### src/rtl/fpu_pkg.sv
// Shared constants and stage-1 register layout for the binary32 round/pack stage.
package fpu_pkg;

  localparam int EXP_W_DEF  = 10;
  localparam int MANT_W_DEF = 28;

  localparam int BIAS    = 127;
  localparam int EXP_MAX = 255;

  localparam logic [1:0] RM_RNE = 2'b00;
  localparam logic [1:0] RM_RTZ = 2'b01;
  localparam logic [1:0] RM_RUP = 2'b10;
  localparam logic [1:0] RM_RDN = 2'b11;

  localparam logic [31:0] QNAN = 32'h7FC00000;
  localparam logic [30:0] MAXF = 31'h7F7FFFFF;

  // mant: [26] hidden, [25:3] fraction, [2] guard, [1] round, [0] sticky
  typedef struct packed {
    logic                 sign;
    logic                 nan;
    logic                 inf;
    logic                 zero;
    logic                 tiny;
    logic [1:0]           mode;
    logic [EXP_W_DEF-1:0] exp;
    logic [26:0]          mant;
  } s1_t;

endpackage

### src/rtl/fpu_lzc.sv
// 27-bit leading-zero counter; cnt reads 27 and all_zero is set when d is zero.
module fpu_lzc (
  input  logic [26:0] d,
  output logic [4:0]  cnt,
  output logic        all_zero
);

  always_comb begin
    cnt = 5'd27;
    for (int i = 0; i < 27; i++) begin
      if (d[i]) cnt = 5'(26 - i);
    end
  end

  assign all_zero = (d == '0);

endmodule

### src/rtl/fpu_round_pack.sv
// Two-stage normalize / round / pack to IEEE binary32 with exception flags.
// Gradual underflow is built only when FPU_DENORM_EN is defined; otherwise tiny results flush to zero.
module fpu_round_pack
  import fpu_pkg::*;
#(
  parameter int EXP_W  = EXP_W_DEF,
  parameter int MANT_W = MANT_W_DEF
) (
  input  logic              clk_in,
  input  logic              rst,
  input  logic              in_valid,
  output logic              in_ready,
  input  logic              in_sign,
  input  logic [EXP_W-1:0]  in_exp,
  input  logic [MANT_W-1:0] in_mant,
  input  logic              in_nan,
  input  logic              in_inf,
  input  logic [1:0]        mode_in,
  output logic              out_valid,
  input  logic              out_ready,
  output logic [31:0]       out,
  output logic              overflow,
  output logic              underflow,
  output logic              in_exact,
  output logic              zero,
  output logic              op_nan
);

  logic s1_valid;
  logic s1_advance;
  s1_t  s1_d;
  s1_t  s1_q;

  assign s1_advance = ~out_valid | out_ready;
  assign in_ready   = ~s1_valid | s1_advance;

  // ---------------- stage 1: normalize ----------------
  logic [4:0]              lz;
  logic                    lz_zero;
  logic                    mant_zero;
  logic signed [EXP_W-1:0] exp_n;
  logic [26:0]             mant_n;
  logic                    tiny_n;

  fpu_lzc u_lzc (
    .d        (in_mant[26:0]),
    .cnt      (lz),
    .all_zero (lz_zero)
  );

  assign mant_zero = lz_zero & ~in_mant[27];

  always_comb begin
    if (in_mant[27]) begin
      mant_n = {in_mant[27:2], in_mant[1] | in_mant[0]};
      exp_n  = in_exp + EXP_W'(1);
    end else begin
      mant_n = in_mant[26:0] << lz;
      exp_n  = in_exp - EXP_W'(lz);
    end
  end

  assign tiny_n = ~mant_zero & (exp_n[EXP_W-1] | (exp_n == '0));

`ifdef FPU_DENORM_EN
  logic [EXP_W:0] dn_amt;
  logic [4:0]     dn_sh;
  logic [26:0]    dn_mask;
  logic [26:0]    dn_mant;

  // Only meaningful for tiny inputs, where 1-exp is positive.
  always_comb begin
    dn_amt     = (EXP_W+1)'(1) - {exp_n[EXP_W-1], exp_n};
    dn_sh      = (dn_amt > (EXP_W+1)'(27)) ? 5'd27 : dn_amt[4:0];
    dn_mask    = ~(27'h7FFFFFF << dn_sh);
    dn_mant    = mant_n >> dn_sh;
    dn_mant[0] = dn_mant[0] | (|(mant_n & dn_mask));
  end
`endif

  always_comb begin
    s1_d      = '0;
    s1_d.sign = in_sign;
    s1_d.nan  = in_nan;
    s1_d.inf  = in_inf & ~in_nan;
    s1_d.zero = mant_zero & ~in_nan & ~in_inf;
    s1_d.tiny = tiny_n & ~in_nan & ~in_inf;
    s1_d.mode = mode_in;
    s1_d.exp  = exp_n;
    s1_d.mant = mant_n;
`ifdef FPU_DENORM_EN
    if (s1_d.tiny) begin
      s1_d.exp  = '0;
      s1_d.mant = dn_mant;
    end
`endif
  end

  // ---------------- stage 2: round / pack ----------------
  logic                  lsb, g, r, s;
  logic                  inexact;
  logic                  inc;
  logic                  inc_rne;
  logic                  rne_carry;
  logic                  away;
  logic [24:0]           sum;
  logic signed [EXP_W:0] exp_x;
  logic signed [EXP_W:0] exp_r;
  logic signed [EXP_W:0] exp_rne;
  logic                  ovf;
  logic [31:0]           res;
  logic                  res_ovf;
  logic                  res_uf;
  logic                  res_inx;
  logic                  res_nan;
  logic                  res_zero;

  always_comb begin
    lsb     = s1_q.mant[3];
    g       = s1_q.mant[2];
    r       = s1_q.mant[1];
    s       = s1_q.mant[0];
    inexact = g | r | s;
    inc_rne = g & (r | s | lsb);

    case (s1_q.mode)
      RM_RNE:  begin inc = inc_rne;               away = 1'b1;        end
      RM_RTZ:  begin inc = 1'b0;                  away = 1'b0;        end
      RM_RUP:  begin inc = ~s1_q.sign & inexact;  away = ~s1_q.sign;  end
      default: begin inc = s1_q.sign & inexact;   away = s1_q.sign;   end
    endcase

    sum       = {1'b0, s1_q.mant[26:3]} + {24'd0, inc};
    rne_carry = inc_rne & (&s1_q.mant[26:3]);

    // A subnormal carries into the hidden bit (exp field 0 -> 1); a normal carries out of it.
    exp_x   = {s1_q.exp[EXP_W_DEF-1], s1_q.exp};
    exp_r   = exp_x + {{EXP_W{1'b0}}, (s1_q.tiny ? sum[23] : sum[24])};
    exp_rne = exp_x + {{EXP_W{1'b0}}, rne_carry};

    // Overflow is judged on both the mode-rounded and the nearest-rounded magnitude, so a
    // value that would round past MAXF raises overflow even when the mode truncates it.
    ovf = ~s1_q.tiny &
          ((exp_r   >= $signed((EXP_W+1)'(EXP_MAX))) |
           (exp_rne >= $signed((EXP_W+1)'(EXP_MAX))));

    res     = {s1_q.sign, exp_r[7:0], sum[22:0]};
    res_ovf = 1'b0;
    res_uf  = s1_q.tiny & inexact;
    res_inx = inexact;
    res_nan = 1'b0;

    if (s1_q.nan) begin
      res     = QNAN;
      res_uf  = 1'b0;
      res_inx = 1'b0;
      res_nan = 1'b1;
    end else if (s1_q.inf) begin
      res     = {s1_q.sign, 8'hFF, 23'h0};
      res_uf  = 1'b0;
      res_inx = 1'b0;
    end else if (s1_q.zero) begin
      res     = {s1_q.sign, 31'h0};
      res_uf  = 1'b0;
      res_inx = 1'b0;
`ifndef FPU_DENORM_EN
    end else if (s1_q.tiny) begin
      res     = {s1_q.sign, 31'h0};
      res_uf  = 1'b1;
      res_inx = 1'b1;
`endif
    end else if (ovf) begin
      res_ovf = 1'b1;
      res_inx = 1'b1;
      res     = away ? {s1_q.sign, 8'hFF, 23'h0} : {s1_q.sign, MAXF};
    end
  end

  assign res_zero = (res[30:0] == '0);

  // ---------------- pipeline registers ----------------
  always_ff @(posedge clk_in or posedge rst) begin
    if (rst) begin
      s1_valid  <= 1'b0;
      s1_q      <= '0;
      out_valid <= 1'b0;
      out       <= '0;
      overflow  <= 1'b0;
      underflow <= 1'b0;
      in_exact  <= 1'b0;
      zero      <= 1'b0;
      op_nan    <= 1'b0;
    end else begin
      if (in_ready) begin
        s1_valid <= in_valid;
        if (in_valid) s1_q <= s1_d;
      end
      if (s1_advance) begin
        out_valid <= s1_valid;
        if (s1_valid) begin
          out       <= res;
          overflow  <= res_ovf;
          underflow <= res_uf;
          in_exact  <= res_inx;
          zero      <= res_zero;
          op_nan    <= res_nan;
        end
      end
    end
  end

endmodule
### config.mk
export PLATFORM = sky130hd
export DESIGN_NAME = fpu_round_pack
export DESIGN_NICKNAME = d
export VERILOG_FILES = /design/src/rtl/fpu_pkg.sv /design/src/rtl/fpu_lzc.sv /design/src/rtl/fpu_round_pack.sv
export SDC_FILE = /design/constraint.sdc
export NUM_CORES = 1
export LEC_CHECK = 0
export BUFFER_PORTS_ARGS = -buffer_cell sky130_fd_sc_hd__buf_2
export CAP_MARGIN = 0
export CORE_MARGIN = 10
export CORE_UTILIZATION = 55
export DETAILED_ROUTE_END_ITERATION = 10
export PLACE_DENSITY = 0.76
export SLEW_MARGIN = 10
export SYNTH_ARGS = -nofsm -noshare
export SYNTH_HDL_FRONTEND = slang
export SYNTH_SLANG_ARGS = --single-unit
### constraint.sdc
create_clock -name clk_in -period 12.9 [get_ports clk_in]
set_input_delay 1.29 -clock clk_in [delete_from_list [all_inputs] [get_ports clk_in]]
set_output_delay 1.29 -clock clk_in [all_outputs]
set_load 0.01 [all_outputs]
==> run metrics <==
outcome completed; Core ar. 12,200 um2; clock buffer depth 2; CP max FO 17; share of layout cells above drive strength 1 15.7%; top cells by area, synth dfrtp_1 (30%), mux2i_1 (6.7%), nand2_1 (5.3%); number of synthesized flops with an enable pin 0; Antenna Nets Post-Route 0; Setup Buffers After CTS 0; Worst Reg-to-Reg Cells 21; IO Port Bufs 85; Critical Path Max Stage Delay 0.58 ns; Syn. warnings 0; CP Data Arrival Time 5.62 ns; Starting Density 56.9%; vias in the first global route 6,091; Max-cap violations 0; Syn Inst Count 865; # diodes 0; die area 17,500 um2; later-pin clock latency in the skew report 0.34 ns; nets 973; Slew HR 21.8%; Worst Setup End Kind flop; synthesis-stage register bit count 83; WL per Instance 18.1 um; Root Buffer clkbuf_16; drt first-iter violations 754; Top-Level Pins 86; critical-path cell list nor2b_1, ha_1, nor2_1, nand2_1, o21ai_0, ha_1, and2_1, nand3_1, nor3_1, a31oi_1, o21ai_0, ha_1, and2_1, nand4_1, xor2_1, nor4_1, o311a_1, nor2_1, nor2_1, or4_1, a32oi_1; Async S/R FF share, synth 100%; drt total wl 19.5 mm; fillcell total 1,112; via count 6,663; RSZ-0062 raised after global routing false; Final Hold Vio Count 0; post-layout min period 5.36 ns; post-synth top area share 30.0%; setup TNS 0 ns; CTS clk-pin slew, worst paths 0.06 ns; DRC 0; cell area after synthesis 6920 um2; Die Width 132 um; Peak Freq 186 MHz; final critical-path share of the clock period 41.6%; Slew Limit Fails 0; worst slew pin tran 1.17 ns; dpl hpwl 14.6 mm; P_leak 3.41 nW; Post-CTS Hold Fix Bufs 0; initial antenna violation count 0; largest net degree at the start of global routing 84; total clock sinks 83; overall power 0.988 mW; Post-Syn Area per Cell 7.99 um2; sequential cell area fraction in the yosys report 30.0%; first-pass GRT wire length 31.6 mm; final setup vio count 0; row count 40; Layout area overhead 10.7%; WS Path Type flop to flop; post-synthesis net count 931; grt total ovfl 0; peak supply drop 66.4 uV; CTS buffer count 9; PD cells 129 nW/um2; Worst Clk Skew 0.00887 ns; Die H 132 um; RD Place Congestion 0.984; via density per instance 6.17; DRT Pass-1 Iters 6; worst path required time 13.15 ns; Netlist cell types 70; Tightest Hold Check Type flop to flop; Global Route Usage Sum 21.4%; CTS resizes 0; slowest CP cell or4_1; CTS tree done; Cells on Worst Hold Path 1; CTS H-tree depth 3; Synth area leader dfrtp_1; ys flop type dfrtp_1; Setup crit start kind flop
-- cells by family (layout without fill, tap and decap cells) --
group                      after synthesis  after routing  share of synthesized area (%)
and+or+nand+nor                        338            338                           23.2
AOI/OAI and AO/OA                      226            226                           21.6
adders and majority gates               19             19                           3.55
buffers and inverters                   90            137                           5.55
muxes                                   69             69                           10.9
DFF                                     83             83                           30.0
xor gates and xnor gates                40             40                           5.07
-- cell usage after synthesis, types with 3 or more instances --
master and n:
o21a_1 3, and3_1 16, xnor2_1 25, nand3b_1 5
o311ai_0 3, ha_1 18, a221oi_1 10, a21oi_1 61
nand2_1 97, mux4_2 3, mux2i_1 46, or4_1 3
mux2_2 19, buf_2 15, a22oi_1 3, xor2_1 15
nor4_1 12, dfrtp_1 83, o21ai_0 40, o31ai_1 22
nand4_1 16, nand3_1 25, a31oi_1 7, or3_1 5
or2_2 4, nand2b_1 12, o22ai_1 5, a21o_1 10
nor2b_1 6, a211oi_1 11, nor3_1 27, clkbuf_1 40
nor2_1 93, a22o_1 5, o22a_1 7, o211ai_1 7
o21ai_1 7, inv_1 28, buf_1 4, and2_1 10
-- through the flow --
| step | worst slack, ns | hold slack (ns) | util (%) | std cells | instance area, um2 |
|---|---|---|---|---|---|
| floorplan | 7.72 | 0.467 | - | 865 | 6920 |
| global placement | 7.33 | 0.454 | 60.5 | 1064 | 7350 |
| detailed placement | 7.34 | 0.461 | 60.5 | 1064 | 7350 |
| CTS | 7.54 | 0.474 | 63.0 | 1080 | 7660 |
| global route | 7.04 | 0.507 | 63.0 | 1080 | 7660 |
| finish | 7.54 | 0.470 | 63.0 | 1080 | 7660 |
-- placed cells by master, fill, tap and decap left out, drive strengths merged, types with 4 or more instances in the layout --
cell type   n
clkbuf     10
nor4       13
nor3       28
a221oi     10
or3         5
o21ai      47
inv        27
and2       10
buf        93
mux2       20
dfrtp      83
o31ai      22
a21oi      61
mux2i      46
nand2b     12
o22ai       5
o211ai      8
nand3      25
and3       16
or2         4
a22o        5
nand3b      5
xor2       15
a21o       10
xnor2      25
ha         18
nor2       93
nand4      16
nand2      97
a31oi       7
nor2b       6
clkinv      5
o22a        7
a211oi     11
-- sequential cells by signal, summed over array words and instances (netlist names) --
signal     count
underflow      1
r              1
out_valid      1
zero           1
op_nan         1
s1_valid       1
out           32
in_exact       1
s1_q          30
g              1
overflow       1
s              1
lsb            1
exp_x         10
-- final cells by class --
cell class                 count  area [um2]  area share, %
tap                          168         210           2.75
multi-input combinational    692        4470           58.4
inverter                      28         106           1.39
clock inverter                 6        65.1          0.850
clock buffer                  10         239           3.12
sequential                    83        2080           27.1
timing repair buffer          93         485           6.34
-- critical path, delay by kind of cell (launching register included) --
family	cells	cell delay, ns
compound gates	5	0.95
xor+xnor	1	0.32
fa+ha+maj	3	0.72
flops	1	0.43
simple gates	12	2.86
-- per-layer routing --
metal	wire, um	track usage, %
met2	8580	32.1
met1	9120	30.4
met4	433	7.11
met5	0	0
met3	1380	3.39
-- path summary, 6_finish.rpt --
| kind | start | to | slack (ns) |
|---|---|---|---|
| min in group asynchronous | rst | out[25] | 1.27 |
| max in group asynchronous | rst | s1_q[6] | 10.98 |
| worst min register to register | out[12] | out[12] | 0.47 |
| worst min-delay path | out[12] | out[12] | 0.47 |
| worst max register to register | s1_q[38] | zero | 7.54 |
| worst max-delay path | s1_q[38] | zero | 7.54 |
-- power breakdown --
part           switching [mW]  leakage [nW]  internal (mW)
clock network           0.102         0.148          0.155
logic                   0.204          2.26          0.145
registers              0.0627          1.00          0.318
Note: power is estimated with default switching activity, not from simulation.
